## config.mk

```make
export PLATFORM = sky130hd
export DESIGN_NAME = imm_encoder
export DESIGN_NICKNAME = d
export VERILOG_FILES = /design/src/rtl/imm_encoder.sv
export SDC_FILE = /design/constraint.sdc
export NUM_CORES = 1
export LEC_CHECK = 0
export BUFFER_PORTS_ARGS = -buffer_cell sky130_fd_sc_hd__buf_4
export CORE_AREA = 3 3 90 92
export DETAILED_ROUTE_END_ITERATION = 16
export DIE_AREA = 0 0 93 95
export GPL_TIMING_DRIVEN = 0
export HOLD_SLACK_MARGIN = 0.08
export PLACE_DENSITY = 0.89
export SLEW_MARGIN = 20
export SYNTH_ARGS = -nofsm -noshare
export SYNTH_HDL_FRONTEND = slang
export SYNTH_SLANG_ARGS = --single-unit
```

## constraint.sdc

```tcl
create_clock -name clk -period 2.5 [get_ports clk]
set_input_delay 0.375 -clock clk [delete_from_list [all_inputs] [get_ports clk]]
set_output_delay 0.375 -clock clk [all_outputs]
set_load 0.02 [all_outputs]
```

## src/rtl/imm_encoder.sv

```systemverilog
`default_nettype none
// imm_encoder: packs an immediate into a RISC-V instruction word through a one-deep
// valid/ready output register. Define IMM_ENCODER_RANGECHK_EN to flag out-of-range immediates.
module imm_encoder #(
  parameter int CNT_W = 16
) (
  input  logic             clk,
  input  logic             reset,
  input  logic             in_valid,
  output logic             in_ready,
  input  logic [2:0]       ImmSrc,
  input  logic [31:0]      imm,
  input  logic [31:0]      base,
  output logic             out_valid,
  input  logic             out_ready,
  output logic [31:0]      instr,
  output logic             err,
  output logic [CNT_W-1:0] enc_count,
  output logic [CNT_W-1:0] err_count
);

  localparam logic [2:0]       FMT_I   = 3'b001;
  localparam logic [2:0]       FMT_S   = 3'b010;
  localparam logic [2:0]       FMT_B   = 3'b011;
  localparam logic [2:0]       FMT_U   = 3'b100;
  localparam logic [2:0]       FMT_J   = 3'b101;
  localparam logic [2:0]       FMT_SH  = 3'b110;
  localparam logic [CNT_W-1:0] CNT_ONE = {{(CNT_W-1){1'b0}}, 1'b1};
  localparam logic [CNT_W-1:0] CNT_MAX = {CNT_W{1'b1}};

  logic [31:0]      enc_instr;
  logic             fmt_invalid;
  logic             range_bad;
  logic             enc_err;
  logic             accept;

  logic             out_valid_q, out_valid_d;
  logic [31:0]      instr_q, instr_d;
  logic             err_q, err_d;
  logic [CNT_W-1:0] enc_count_q, enc_count_d;
  logic [CNT_W-1:0] err_count_q, err_count_d;

  always_comb begin
    enc_instr   = base;
    fmt_invalid = 1'b0;
    case (ImmSrc)
      FMT_I: enc_instr[31:20] = imm[11:0];
      FMT_S: begin
        enc_instr[31:25] = imm[11:5];
        enc_instr[11:7]  = imm[4:0];
      end
      FMT_B: begin
        enc_instr[31]    = imm[12];
        enc_instr[7]     = imm[11];
        enc_instr[30:25] = imm[10:5];
        enc_instr[11:8]  = imm[4:1];
      end
      FMT_U: enc_instr[31:12] = imm[31:12];
      FMT_J: begin
        enc_instr[31]    = imm[20];
        enc_instr[30:21] = imm[10:1];
        enc_instr[20]    = imm[11];
        enc_instr[19:12] = imm[19:12];
      end
      // funct7 in base[31:25] stays intact; only shamt comes from imm
      FMT_SH: enc_instr[24:20] = imm[4:0];
      default: fmt_invalid = 1'b1;
    endcase
  end

`ifdef IMM_ENCODER_RANGECHK_EN
  // Representable when every bit above the field's sign bit copies it
  always_comb begin
    range_bad = 1'b0;
    case (ImmSrc)
      FMT_I, FMT_S: range_bad = (imm[31:11] != {21{imm[11]}});
      FMT_B:        range_bad = (imm[31:12] != {20{imm[12]}}) || imm[0];
      FMT_U:        range_bad = (imm[11:0] != 12'h000);
      FMT_J:        range_bad = (imm[31:20] != {12{imm[20]}}) || imm[0];
      FMT_SH:       range_bad = (imm[31:5] != 27'h0);
      default:      range_bad = 1'b0;
    endcase
  end
`else
  assign range_bad = 1'b0;
`endif

  assign enc_err  = fmt_invalid | range_bad;
  assign in_ready = !reset && (!out_valid_q || out_ready);
  assign accept   = in_valid && in_ready;

  always_comb begin
    out_valid_d = out_valid_q;
    instr_d     = instr_q;
    err_d       = err_q;
    enc_count_d = enc_count_q;
    err_count_d = err_count_q;
    if (accept) begin
      out_valid_d = 1'b1;
      instr_d     = enc_instr;
      err_d       = enc_err;
      if (enc_count_q != CNT_MAX) begin
        enc_count_d = enc_count_q + CNT_ONE;
      end
      if (enc_err && (err_count_q != CNT_MAX)) begin
        err_count_d = err_count_q + CNT_ONE;
      end
    end else if (out_ready) begin
      out_valid_d = 1'b0;
    end
  end

  always_ff @(posedge clk) begin
    if (reset) begin
      out_valid_q <= 1'b0;
      instr_q     <= 32'h0;
      err_q       <= 1'b0;
      enc_count_q <= '0;
      err_count_q <= '0;
    end else begin
      out_valid_q <= out_valid_d;
      instr_q     <= instr_d;
      err_q       <= err_d;
      enc_count_q <= enc_count_d;
      err_count_q <= err_count_d;
    end
  end

  assign out_valid = out_valid_q;
  assign instr     = instr_q;
  assign err       = err_q;
  assign enc_count = enc_count_q;
  assign err_count = err_count_q;

endmodule
`default_nettype wire

```

==> impl_summary.txt, run 1 <==
----------------------------------------------------
[Routing]
  Detailed-router iteration count before antenna repair ... 5
  Initial DRC Count ... 152
  Average via count per standard cell ... 5.77
  Routed WL per cell ... 17.0 µm
  Antenna Violating Nets Remaining ... 0
  Number of vias in the routed layout ... 3825
  DRC violations left ... 0
  Aggregate routed wire length ... 11200 µm

[Outcome]
  Result of the run ... finished clean

[Global route]
  M1 GR Usage ... 0.289
  Global-route total usage across every layer ... 0.251
  Via count of the first global-routing pass ... 3787
  Total congestion overflow ... 0
  Met2 global-route usage ... 0.435
  Top Usage Layer GRT ... met2
  Number of antenna violations at the first check in global routing ... 0
  Maximum number of pins on one net before global-route repair ... 13
  Met3 global-route usage ... 0.0645
  Wire length of the first global-routing pass ... 17700 µm

[Synth]
  Count of flip-flops with a built-in enable after synthesis ... 0
  Number of warning messages in the yosys log ... 0
  Post-Syn Nets ... 486
  Gate count after technology mapping ... 413
  Mapped Avg Cell Area ... 8.69 µm²
  Post-synthesis async set-or-reset flop share ... 0
  Number of distinct library cells after synthesis ... 44
  Flops & latches, synth ... 66
  Most used flip-flop cell after synthesis ... sky130_fd_sc_hd__dfxtp_1
  Cell area after synthesis ... 3590 µm²
  Proportion of synthesized chip area in sequential cells ... 0.368

[Pwr]
  Cell leakage power ... 2.18 nW
  Max rail drop VDD ... 0.307 mV
  Power per cell area ... 559 nW/µm²

[Worst hold path]
  Worst hold-check path type ... in2reg
  Startpoint of the tightest hold check path ... base[0]

[Die]
  Row count ... 31
  Die area ... 8840 µm²
  Die Span Y ... 95 µm
  Core Area ... 7290 µm²
  Chip Width ... 93 µm
  Initial core utilization ... 0.492
  Number of placed I/O pins ... 138

[CTS]
  Clock tree from TritonCTS ... yes
  CTS H-Tree Depth ... 3
  Clock slew seen by the registers of the worst setup and hold paths ... 80 ps
  Clock root buffer ... sky130_fd_sc_hd__clkbuf_8
  Post-cts gate resize count ... 0
  Number of clock sinks seen by CTS ... 66
  Longest Clk Path Bufs ... 2
  Setup Fix Bufs, Post-CTS ... 0
  Clock latency on the worst-skew pair ... 340 ps
  Count of hold buffers inserted by post-cts repair ... 0
  Number of buffers created by CTS ... 9

[Worst setup path]
  Critical register-to-register path startpoint ... enc_count[4]
  Critical-path cell list ... buf_4, clkbuf_1, clkbuf_1, clkbuf_2, nor2_1, buf_4
  Required @ worst endpoint ... 2120 ps
  Capturing element type of the critical path ... primary output
  Crit path max-delay cell type ... sky130_fd_sc_hd__clkbuf_1
  Nature of the critical path startpoint ... input pin
  Crit path buf inv count ... 5
  Kind of cell with the highest combined delay on the critical path ... buffers and inverters
  Crit path launch ... reset
  Category of the most critical setup path ... in2out
  Largest stage delay, worst path ... 460 ps
  Maximum fanout along the worst path ... 10
  Signal arrival time at the worst endpoint ... 1940 ps

[STA]
  TNS Setup ... 0 ps
  Relative max-transition margin ... 0.421
  Final setup viols ... 0
  Final period util ... 0.927
  Final Hold Violating Endpoints ... 0
  Transition time of the tightest slew-check pin ... 860 ps
  Worst Hold Slack ... 209 ps
  Min Clock Period, post-route ... 2320 ps
  Layout Skew ... 7.83 ps
  Number of pins exceeding their max-slew limit in the final report ... 0
  Unrepaired setup endpoints after global routing ... no
  Maximum frequency from static timing analysis ... 432 MHz

[Placed design]
  Area after DPL ... 4730 µm²
  DPL Wire Length ... 8450 µm
  Instance count after placement with tap cells included ... 647
  Routability cong. ... 0.874
  PortBufs ... 135

[Final layout]
  Synthesis-to-finish area growth ... 39.1%
  Final net count ... 632
  Non-filler cells, final ... 663
  Final core area utilization ... 0.685
  Design Area, Final ... 4990 µm²
  Diode count ... 0
  Fraction of final layout cells with drive strength greater than 1 ... 0.335

[Job]
  Max-cap violation count ... 0

----------------------------------------------------
## Yosys cell counts, types with 5 or more instances
master	instances	area, µm²
sky130_fd_sc_hd__inv_1	5	18.8
sky130_fd_sc_hd__dfxtp_1	66	1320
sky130_fd_sc_hd__nor4_1	13	81.3
sky130_fd_sc_hd__a211oi_1	7	52.6
sky130_fd_sc_hd__nand2b_1	12	75.1
sky130_fd_sc_hd__and3_1	6	37.5
sky130_fd_sc_hd__o21ai_0	26	130
sky130_fd_sc_hd__mux2i_1	34	340
sky130_fd_sc_hd__nor2_1	31	116
sky130_fd_sc_hd__a31o_2	8	70.1
sky130_fd_sc_hd__clkbuf_1	19	71.3
sky130_fd_sc_hd__nor2b_1	11	68.8
sky130_fd_sc_hd__o31ai_1	5	37.5
sky130_fd_sc_hd__mux2_2	15	169
sky130_fd_sc_hd__nand3_1	34	170
sky130_fd_sc_hd__nand4_1	9	56.3
sky130_fd_sc_hd__nand2_1	40	150
sky130_fd_sc_hd__nor3_1	5	25.0
sky130_fd_sc_hd__a21oi_1	13	65.1
## worst paths after layout
check                 end  slack [ps]  cells past startpoint
max              in_ready         180                      6
min              instr[0]         210                      3
max reg2reg  enc_count[1]         270                      5
min reg2reg      instr[1]         460                      2
## power by group
part / leakage [nW] / switching, W / internal, W
Combinational: 1.52 / 0.000240 / 0.000225
Clock: 0.129 / 0.000436 / 0.000763
Sequential: 0.539 / 0.0000292 / 0.00110
## layer usage
metal / share of wire / routed length [µm] / vias to the layer above
li1: - / - / 1832
met1: 0.39 / 4400 / 1774
met2: 0.50 / 5610 / 187
met3: 0.076 / 857 / 32
met4: 0.033 / 374 / 0
met5: 0 / 0 / -
## worst min-delay path, stage by stage
cell and delay (ps):
sky130_fd_sc_hd__buf_4 80, sky130_fd_sc_hd__nand2_1 40, sky130_fd_sc_hd__nand2_1 40
## cell usage in the layout, fill, tap and decap left out, types with 5 or more instances in the layout
cell type	count
sky130_fd_sc_hd__a211oi_1	7
sky130_fd_sc_hd__a21oi_1	13
sky130_fd_sc_hd__a31o_2	8
sky130_fd_sc_hd__and3_1	6
sky130_fd_sc_hd__buf_4	135
sky130_fd_sc_hd__clkbuf_1	18
sky130_fd_sc_hd__clkbuf_8	9
sky130_fd_sc_hd__dfxtp_1	66
sky130_fd_sc_hd__inv_1	5
sky130_fd_sc_hd__mux2_2	15
sky130_fd_sc_hd__mux2i_1	34
sky130_fd_sc_hd__nand2_1	40
sky130_fd_sc_hd__nand2b_1	12
sky130_fd_sc_hd__nand3_1	34
sky130_fd_sc_hd__nand4_1	9
sky130_fd_sc_hd__nor2_1	31
sky130_fd_sc_hd__nor2b_1	11
sky130_fd_sc_hd__nor3_1	5
sky130_fd_sc_hd__nor4_1	13
sky130_fd_sc_hd__o21ai_0	26
sky130_fd_sc_hd__o31ai_1	5
## cell type report
cell class                      instances  area (µm²)
Fill cell                             619        2300
Multi-Input combinational cell        316        2140
Sequential cell                        66        1320
Timing Repair Buffer                  135        1010
Clock inverter                          7         141
Clock buffer                            9         124
Tap cell                               99         124
Buffer                                 26         111
Inverter                                5        18.8
## cell families after synthesis
| group | synth area share |
|---|---|
| DFF | 0.368 |
| muxes | 0.176 |
| buffers and inverters | 0.0359 |
| AOI/OAI and AO/OA | 0.152 |
| and+or+nand+nor | 0.261 |
| adders and majority gates | 0.00697 |
## registers in the layout (all words and copies together) (netlist names)
signal and cells:
err 1, out_valid 1, enc_count 16, err_count 16
instr 32
## per-stage QoR
stage | power, W | worst slack [ps]
2_1_floorplan | 0.00139 | 436
3_3_place_gp | 0.00160 | 61.3
3_5_place_dp | 0.00161 | 46.2
4_1_cts | 0.00281 | 49.8
5_1_grt | 0.00289 | 64.9
6_report | 0.00279 | 184
(Power assumes the default switching activity.)
==> run 2, diff against run 1 <==
--- a/config.mk
+++ b/config.mk
@@ -6,12 +6,14 @@
 export NUM_CORES = 1
 export LEC_CHECK = 0
 export BUFFER_PORTS_ARGS = -buffer_cell sky130_fd_sc_hd__buf_4
-export CORE_AREA = 3 3 90 92
+export CORE_AREA = 3 3 126 67
+export CTS_BUF_LIST = sky130_fd_sc_hd__clkbuf_4 sky130_fd_sc_hd__clkbuf_8 sky130_fd_sc_hd__clkbuf_16
+export CTS_CLUSTER_DIAMETER = 80
 export DETAILED_ROUTE_END_ITERATION = 16
-export DIE_AREA = 0 0 93 95
+export DIE_AREA = 0 0 129 70
 export GPL_TIMING_DRIVEN = 0
 export HOLD_SLACK_MARGIN = 0.08
-export PLACE_DENSITY = 0.89
+export PLACE_DENSITY = 0.88
 export SLEW_MARGIN = 20
 export SYNTH_ARGS = -nofsm -noshare
 export SYNTH_HDL_FRONTEND = slang
==> run 2 against run 1 <==
Against the previous run:
- cell area grew 1.7%
- register-to-register slack better by 50 ps
- non-clock buffer count is the same
- critical path type unchanged
- utilization is 0.86 points higher
- wire length down 4.0%
==> impl_summary.txt, run 2 (same netlist as run 1, synthesis figures left out) <==
----------------------------------------------------
[Die]
  Number of placed I/O pins ... 138 (unchanged)
  Core Area ... 7320 µm² (+0.41%)
  Initial core utilization ... 0.490 (-0.00202)
  Row count ... 22 (-29%)
  Die area ... 9030 µm² (+2.2%)
  Die Span Y ... 70 µm (-26%)
  Chip Width ... 129 µm (+39%)

[STA]
  Number of pins exceeding their max-slew limit in the final report ... 0 (unchanged)
  Min Clock Period, post-route ... 2330 ps (+12.6 ps)
  TNS Setup ... 0 ps (unchanged)
  Final Hold Violating Endpoints ... 0 (unchanged)
  Final setup viols ... 0 (unchanged)
  Maximum frequency from static timing analysis ... 429 MHz (-0.54%)
  Unrepaired setup endpoints after global routing ... no
  Final period util ... 0.932 (+0.00503)
  Layout Skew ... 7.00 ps (-0.832 ps)
  Transition time of the tightest slew-check pin ... 885 ps (+25.6 ps)
  Relative max-transition margin ... 0.404 (-0.0172)

[Routing]
  DRC violations left ... 0 (unchanged)
  Detailed-router iteration count before antenna repair ... 5 (unchanged)
  Antenna Violating Nets Remaining ... 0 (unchanged)
  Routed WL per cell ... 16.4 µm (-3.6%)
  Aggregate routed wire length ... 10800 µm (-4.0%)
  Number of vias in the routed layout ... 3765 (-1.6%)
  Initial DRC Count ... 307 (+100%)
  Average via count per standard cell ... 5.70 (-1.1%)

[Final layout]
  Max reg flops ... 32 (unchanged)
  Leading cell types in the layout, fill and taps excluded ... sky130_fd_sc_hd__buf_4 (135), sky130_fd_sc_hd__dfxtp_1 (66), sky130_fd_sc_hd__nand2_1 (40)
  Most common cell after layout, fill and taps aside ... sky130_fd_sc_hd__buf_4
  Final net count ... 632 (unchanged)
  Fraction of final layout cells with drive strength greater than 1 ... 0.335 (unchanged)
  Synthesis-to-finish area growth ... 41.4%
  Diode count ... 0 (unchanged)
  Design Area, Final ... 5080 µm² (+1.7%)

[Global route]
  Global-route total usage across every layer ... 0.238 (-0.0129)
  Wire length of the first global-routing pass ... 17500 µm (-0.98%)
  Maximum number of pins on one net before global-route repair ... 13 (unchanged)
  Total congestion overflow ... 0 (unchanged)
  Number of antenna violations at the first check in global routing ... 0 (unchanged)
  Via count of the first global-routing pass ... 3555 (-6.1%)

[Worst setup path]
  Largest stage delay, worst path ... 420 ps (-40 ps)
  Capturing element type of the critical path ... primary output
  Required @ worst endpoint ... 2120 ps (about the same)
  Critical register-to-register path startpoint ... enc_count[4]
  Maximum fanout along the worst path ... 10 (unchanged)
  Critical-path cell list ... buf_4, clkbuf_1, clkbuf_1, clkbuf_2, nor2_1, buf_4
  Signal arrival time at the worst endpoint ... 1950 ps (about the same)
  Nature of the critical path startpoint ... input pin
  Crit path launch ... reset
  Category of the most critical setup path ... in2out
  Crit path max-delay cell type ... sky130_fd_sc_hd__clkbuf_1

[Pwr]
  Combinational share of power ... 0.151 (-0.015)
  Power consumption ... 0.00308 W (+10%)
  Internal portion of total power ... 0.00233 W (+12%)
  Switch Pwr ... 0.000747 W (+5.9%)
  Sequential share of power ... 0.368 (-0.036)
  Switch share ... 0.243 (-0.00959)
  Max rail drop VDD ... 0.370 mV (+20%)
  Cell leakage power ... 2.22 nW (+1.6%)
  Share of total power in the clock network ... 0.482 (+0.053)
  Power per cell area ... 606 nW/µm² (+8.3%)

[CTS]
  Clock tree from TritonCTS ... yes
  Number of buffers created by CTS ... 9 (unchanged)
  Clock latency on the worst-skew pair ... 330 ps (about the same)
  Longest Clk Path Bufs ... 2 (unchanged)
  Clock slew seen by the registers of the worst setup and hold paths ... 60 ps (-20 ps)
  Number of clock sinks seen by CTS ... 66 (unchanged)
  CTS H-Tree Depth ... 3 (unchanged)
  Count of hold buffers inserted by post-cts repair ... 0 (unchanged)
  Clock root buffer ... sky130_fd_sc_hd__clkbuf_16

[Placed design]
  PortBufs ... 135 (unchanged)
  DPL Wire Length ... 8020 µm (-5.0%)
  Area after DPL ... 4720 µm² (about the same)
  Routability cong. ... 0.916 (+4.8%)

[Job]
  Max-cap violation count ... 0 (unchanged)

[Worst hold path]
  Worst hold-check path type ... in2reg
  Startpoint of the tightest hold check path ... base[6]

[Outcome]
  Result of the run ... finished clean

----------------------------------------------------
[run 2: what timing repair did]
action	in CTS	in global routing
endpoints found under the setup margin	0	1
setup buffers	0	0
resized for setup	0	2
[run 2: metrics by stage]
step | setup slack [ps] | instances | utilization | hold slack (ps)
final | 171 | 660 | 0.693 | 225
after global routing | 77.9 | 660 | 0.693 | 228
after CTS | 10.8 | 660 | 0.693 | 219
after detailed placement | 89.2 | 644 | 0.645 | 447
after global placement | 89.4 | 644 | 0.645 | 443
after floorplan | 436 | 413 | - | 474
[run 2: layer usage]
metal | global-route usage | vias to the layer above | share of wire
met4 | 0.0838 | 0 | 0.016
met2 | 0.394 | 147 | 0.50
met5 | 0 | - | 0
met3 | 0.0680 | 16 | 0.069
met1 | 0.295 | 1768 | 0.41
li1 | - | 1834 | -
[run 2: power by group through the flow]
stage                     Sequential, W  Clock (W)  Combinational, W
after floorplan                 0.00121          0          0.000185
after global placement          0.00115          0          0.000451
after detailed placement        0.00115          0          0.000461
after CTS                       0.00113    0.00149          0.000464
after global routing            0.00114    0.00154          0.000500
final                           0.00113    0.00148          0.000463
[run 2: path summary, 6_finish.rpt]
kind,slack [ps],to,cells past startpoint
setup / recovery,170,in_ready,6
hold / removal,220,instr[6],3
setup reg to reg,320,enc_count[1],5
hold reg to reg,460,instr[0],2
[run 2: cell type report]
cell class                 instances  area (µm²)
buffer                            26         111
timing repair buffer             135        1010
clock inverter                     6         114
sequential                        66        1320
multi-input combinational        316        2140
clock buffer                      10         239
tap                               96         120
fill                             577        2240
inverter                           5        18.8
[run 2: worst max-delay path: cells and delay by family]
family / cells / cell delay [ps]
and+or+nand+nor: 1 / 110
buffers and inverters: 5 / 1470
==> run 3, diff against run 2 <==
--- a/config.mk
+++ b/config.mk
@@ -6,12 +6,13 @@
 export NUM_CORES = 1
 export LEC_CHECK = 0
 export BUFFER_PORTS_ARGS = -buffer_cell sky130_fd_sc_hd__buf_4
-export CORE_AREA = 3 3 126 67
+export CELL_PAD_IN_SITES_DETAIL_PLACEMENT = 0
+export CELL_PAD_IN_SITES_GLOBAL_PLACEMENT = 1
+export CORE_AREA = 3 3 148 78
 export CTS_BUF_LIST = sky130_fd_sc_hd__clkbuf_4 sky130_fd_sc_hd__clkbuf_8 sky130_fd_sc_hd__clkbuf_16
 export CTS_CLUSTER_DIAMETER = 80
 export DETAILED_ROUTE_END_ITERATION = 16
-export DIE_AREA = 0 0 129 70
-export GPL_TIMING_DRIVEN = 0
+export DIE_AREA = 0 0 151 81
 export HOLD_SLACK_MARGIN = 0.08
 export PLACE_DENSITY = 0.88
 export SLEW_MARGIN = 20
==> run 3 against run 2 <==
Against the previous run:
- via count fell by 5.7%
- wire length down 5.1%
- clock skew shrank 3.4 ps
- worst setup slack improved by 220 ps
- count of clock-buffer cells in the layout increased by 2
- cell count up 4.7%
- flip-flop and latch count did not move
- clock power is 15% lower
- global-route usage is 6.8 points lower
- register-to-register slack improved by 70 ps
- power is 7.6% lower
- maximum frequency increased by 10%
==> impl_summary.txt, run 3 (same netlist as run 1, synthesis figures left out) <==
----------------------------------------------------
[Worst setup path]
  Largest stage delay, worst path ... 550 ps (+130 ps)
  Critical-path cell list ... nand4_1, or3_1, o31ai_1, mux2_2
  Nature of the critical path startpoint ... register
  Crit path max-delay cell type ... sky130_fd_sc_hd__or3_1
  Required @ worst endpoint ... 2720 ps (+600 ps)
  Category of the most critical setup path ... reg2reg
  Crit path buf inv count ... 0 (-5)
  Kind of cell with the highest combined delay on the critical path ... simple AND/OR/NAND/NOR gates
  Maximum fanout along the worst path ... 9 (-1)
  Capturing element type of the critical path ... register
  Signal arrival time at the worst endpoint ... 2330 ps (+380 ps)

[CTS]
  Number of buffers created by CTS ... 9 (unchanged)
  Clock latency on the worst-skew pair ... 330 ps (about the same)
  Number of clock sinks seen by CTS ... 66 (unchanged)
  Clock root buffer ... sky130_fd_sc_hd__clkbuf_16
  Longest Clk Path Bufs ... 2 (unchanged)
  Clock slew seen by the registers of the worst setup and hold paths ... 50 ps (about the same)
  CTS H-Tree Depth ... 3 (unchanged)
  Count of hold buffers inserted by post-cts repair ... 0 (unchanged)
  Setup Fix Bufs, Post-CTS ... 0 (unchanged)
  Post-cts gate resize count ... 0 (unchanged)
  Clock tree from TritonCTS ... yes

[Placed design]
  PortBufs ... 137 (+1.5%)
  DPL Wire Length ... 7670 µm (-4.4%)
  Routability cong. ... 0.766 (-16%)

[Worst hold path]
  Worst hold-check path type ... in2reg

[STA]
  Final period util ... 0.843 (-0.0881)
  Min Clock Period, post-route ... 2110 ps (-220 ps)
  Number of pins exceeding their max-slew limit in the final report ... 0 (unchanged)
  Relative max-transition margin ... 0.623 (+0.219)
  TNS Setup ... 0 ps (unchanged)
  Maximum frequency from static timing analysis ... 474 MHz (+10%)
  Unrepaired setup endpoints after global routing ... no
  Transition time of the tightest slew-check pin ... 565 ps (-321 ps)
  Layout Skew ... 3.56 ps (-3.44 ps)
  Final Hold Violating Endpoints ... 0 (unchanged)
  Final setup viols ... 0 (unchanged)

[Global route]
  M1 GR Usage ... 0.203 (-0.0915)
  Via count of the first global-routing pass ... 3333 (-6.2%)
  Total congestion overflow ... 0 (unchanged)
  Top Usage Layer GRT ... met2
  Met3 global-route usage ... 0.0686 (+0.000571)
  Met2 global-route usage ... 0.283 (-0.111)
  Wire length of the first global-routing pass ... 16600 µm (-4.9%)
  Global-route total usage across every layer ... 0.170 (-0.0677)
  Maximum number of pins on one net before global-route repair ... 48 (+35)
  Number of antenna violations at the first check in global routing ... 0 (unchanged)

[Routing]
  Routed WL per cell ... 14.8 µm (-9.3%)
  DRC violations left ... 0 (unchanged)
  Average via count per standard cell ... 5.14 (-9.9%)
  Detailed-router iteration count before antenna repair ... 5 (unchanged)
  Antenna Violating Nets Remaining ... 0 (unchanged)
  Number of vias in the routed layout ... 3551 (-5.7%)
  Aggregate routed wire length ... 10200 µm (-5.1%)
  Initial DRC Count ... 185 (-40%)

[Pwr]
  Max rail drop VDD ... 0.394 mV (+6.7%)
  Cell leakage power ... 2.22 nW (+0.21%)
  Power per cell area ... 561 nW/µm² (-7.4%)

[Die]
  Row count ... 26 (+18%)
  Chip Width ... 151 µm (+17%)
  Number of placed I/O pins ... 138 (unchanged)
  Initial core utilization ... 0.351 (-0.139)
  Die area ... 12200 µm² (+35%)
  Core Area ... 10200 µm² (+40%)
  Die Span Y ... 81 µm (+16%)

[Final layout]
  Diode count ... 0 (unchanged)
  Synthesis-to-finish area growth ... 41.2%
  Most common cell after layout, fill and taps aside ... sky130_fd_sc_hd__buf_4
  Final core area utilization ... 0.496 (-0.197)
  Max reg flops ... 32 (unchanged)
  Leading cell types in the layout, fill and taps excluded ... sky130_fd_sc_hd__buf_4 (149), sky130_fd_sc_hd__dfxtp_1 (66), sky130_fd_sc_hd__nand2_1 (40)
  Sequential cell area ... 1320 µm² (unchanged)
  Fraction of final layout cells with drive strength greater than 1 ... 0.356 (+0.0206)
  Fill cells ... 1035 (+79%)
  Area of the multi-input gates ... 2140 µm² (unchanged)
  Final net count ... 620 (-1.9%)

[Outcome]
  Result of the run ... finished clean

[Job]
  Max-cap violation count ... 0 (unchanged)

----------------------------------------------------
run 3: cell count changes in the layout (fill, tap and decap cells not counted), moves of 2 or more:
cell | before | now
sky130_fd_sc_hd__clkbuf_1 | 18 | 0
sky130_fd_sc_hd__buf_4 | 135 | 149
sky130_fd_sc_hd__buf_2 | 4 | 0
sky130_fd_sc_hd__buf_1 | 2 | 0
sky130_fd_sc_hd__bufinv_16 | 3 | 1
sky130_fd_sc_hd__clkbuf_4 | 0 | 2
sky130_fd_sc_hd__clkinv_2 | 0 | 2
sky130_fd_sc_hd__clkinvlp_4 | 2 | 0
run 3: final cells by class:
type | instances | area share
Clock buffer | 12 | 0.0501
Clock inverter | 3 | 0.00790
Inverter | 5 | 0.00370
Multi-Input combinational cell | 316 | 0.422
Sequential cell | 66 | 0.261
Tap cell | 140 | 0.0346
Timing Repair Buffer | 149 | 0.221
run 3: worst paths after layout:
check / start / depth (start not counted) / slack (ps) / to
worst max-delay path: enc_count[4] / 4 / 390 / enc_count[1]
worst min-delay path: base[5] / 3 / 230 / instr[5]
worst max register to register: enc_count[4] / 4 / 390 / enc_count[1]
worst min register to register: instr[0] / 2 / 450 / instr[0]
run 3: stage by stage:
step	setup slack (ps)	cell area [µm²]	hold WS, ps	instances	total power, W
finish	391	5070	226	691	0.00284
global placement	343	4770	442	676	0.00160
detailed placement	324	4770	446	676	0.00161
floorplan	436	3590	474	413	0.00139
CTS	404	5070	218	691	0.00288
global route	262	5070	227	691	0.00298
run 3: power by group:
part / leakage [nW] / switching [W] / total (W) / internal (W)
clock: 0.149 / 0.000452 / 0.00126 / 0.000812
sequential: 0.539 / 0.0000280 / 0.00113 / 0.00110
combinational: 1.54 / 0.000223 / 0.000448 / 0.000225
total: 2.22 / 0.000703 / 0.00284 / 0.00214
run 3: worst reg2reg max path, cell delays in order (launching register included):
cell and delay [ps]:
sky130_fd_sc_hd__dfxtp_1 420, sky130_fd_sc_hd__nand4_1 240, sky130_fd_sc_hd__or3_1 550, sky130_fd_sc_hd__o31ai_1 410
sky130_fd_sc_hd__mux2_2 380
run 3: routing by layer:
metal	vias up	part of all wire	wire length (µm)
li1	1811	-	-
met3	11	0.072	741
met5	-	0	0
met4	0	0.014	139
met2	80	0.48	4890
met1	1649	0.44	4480
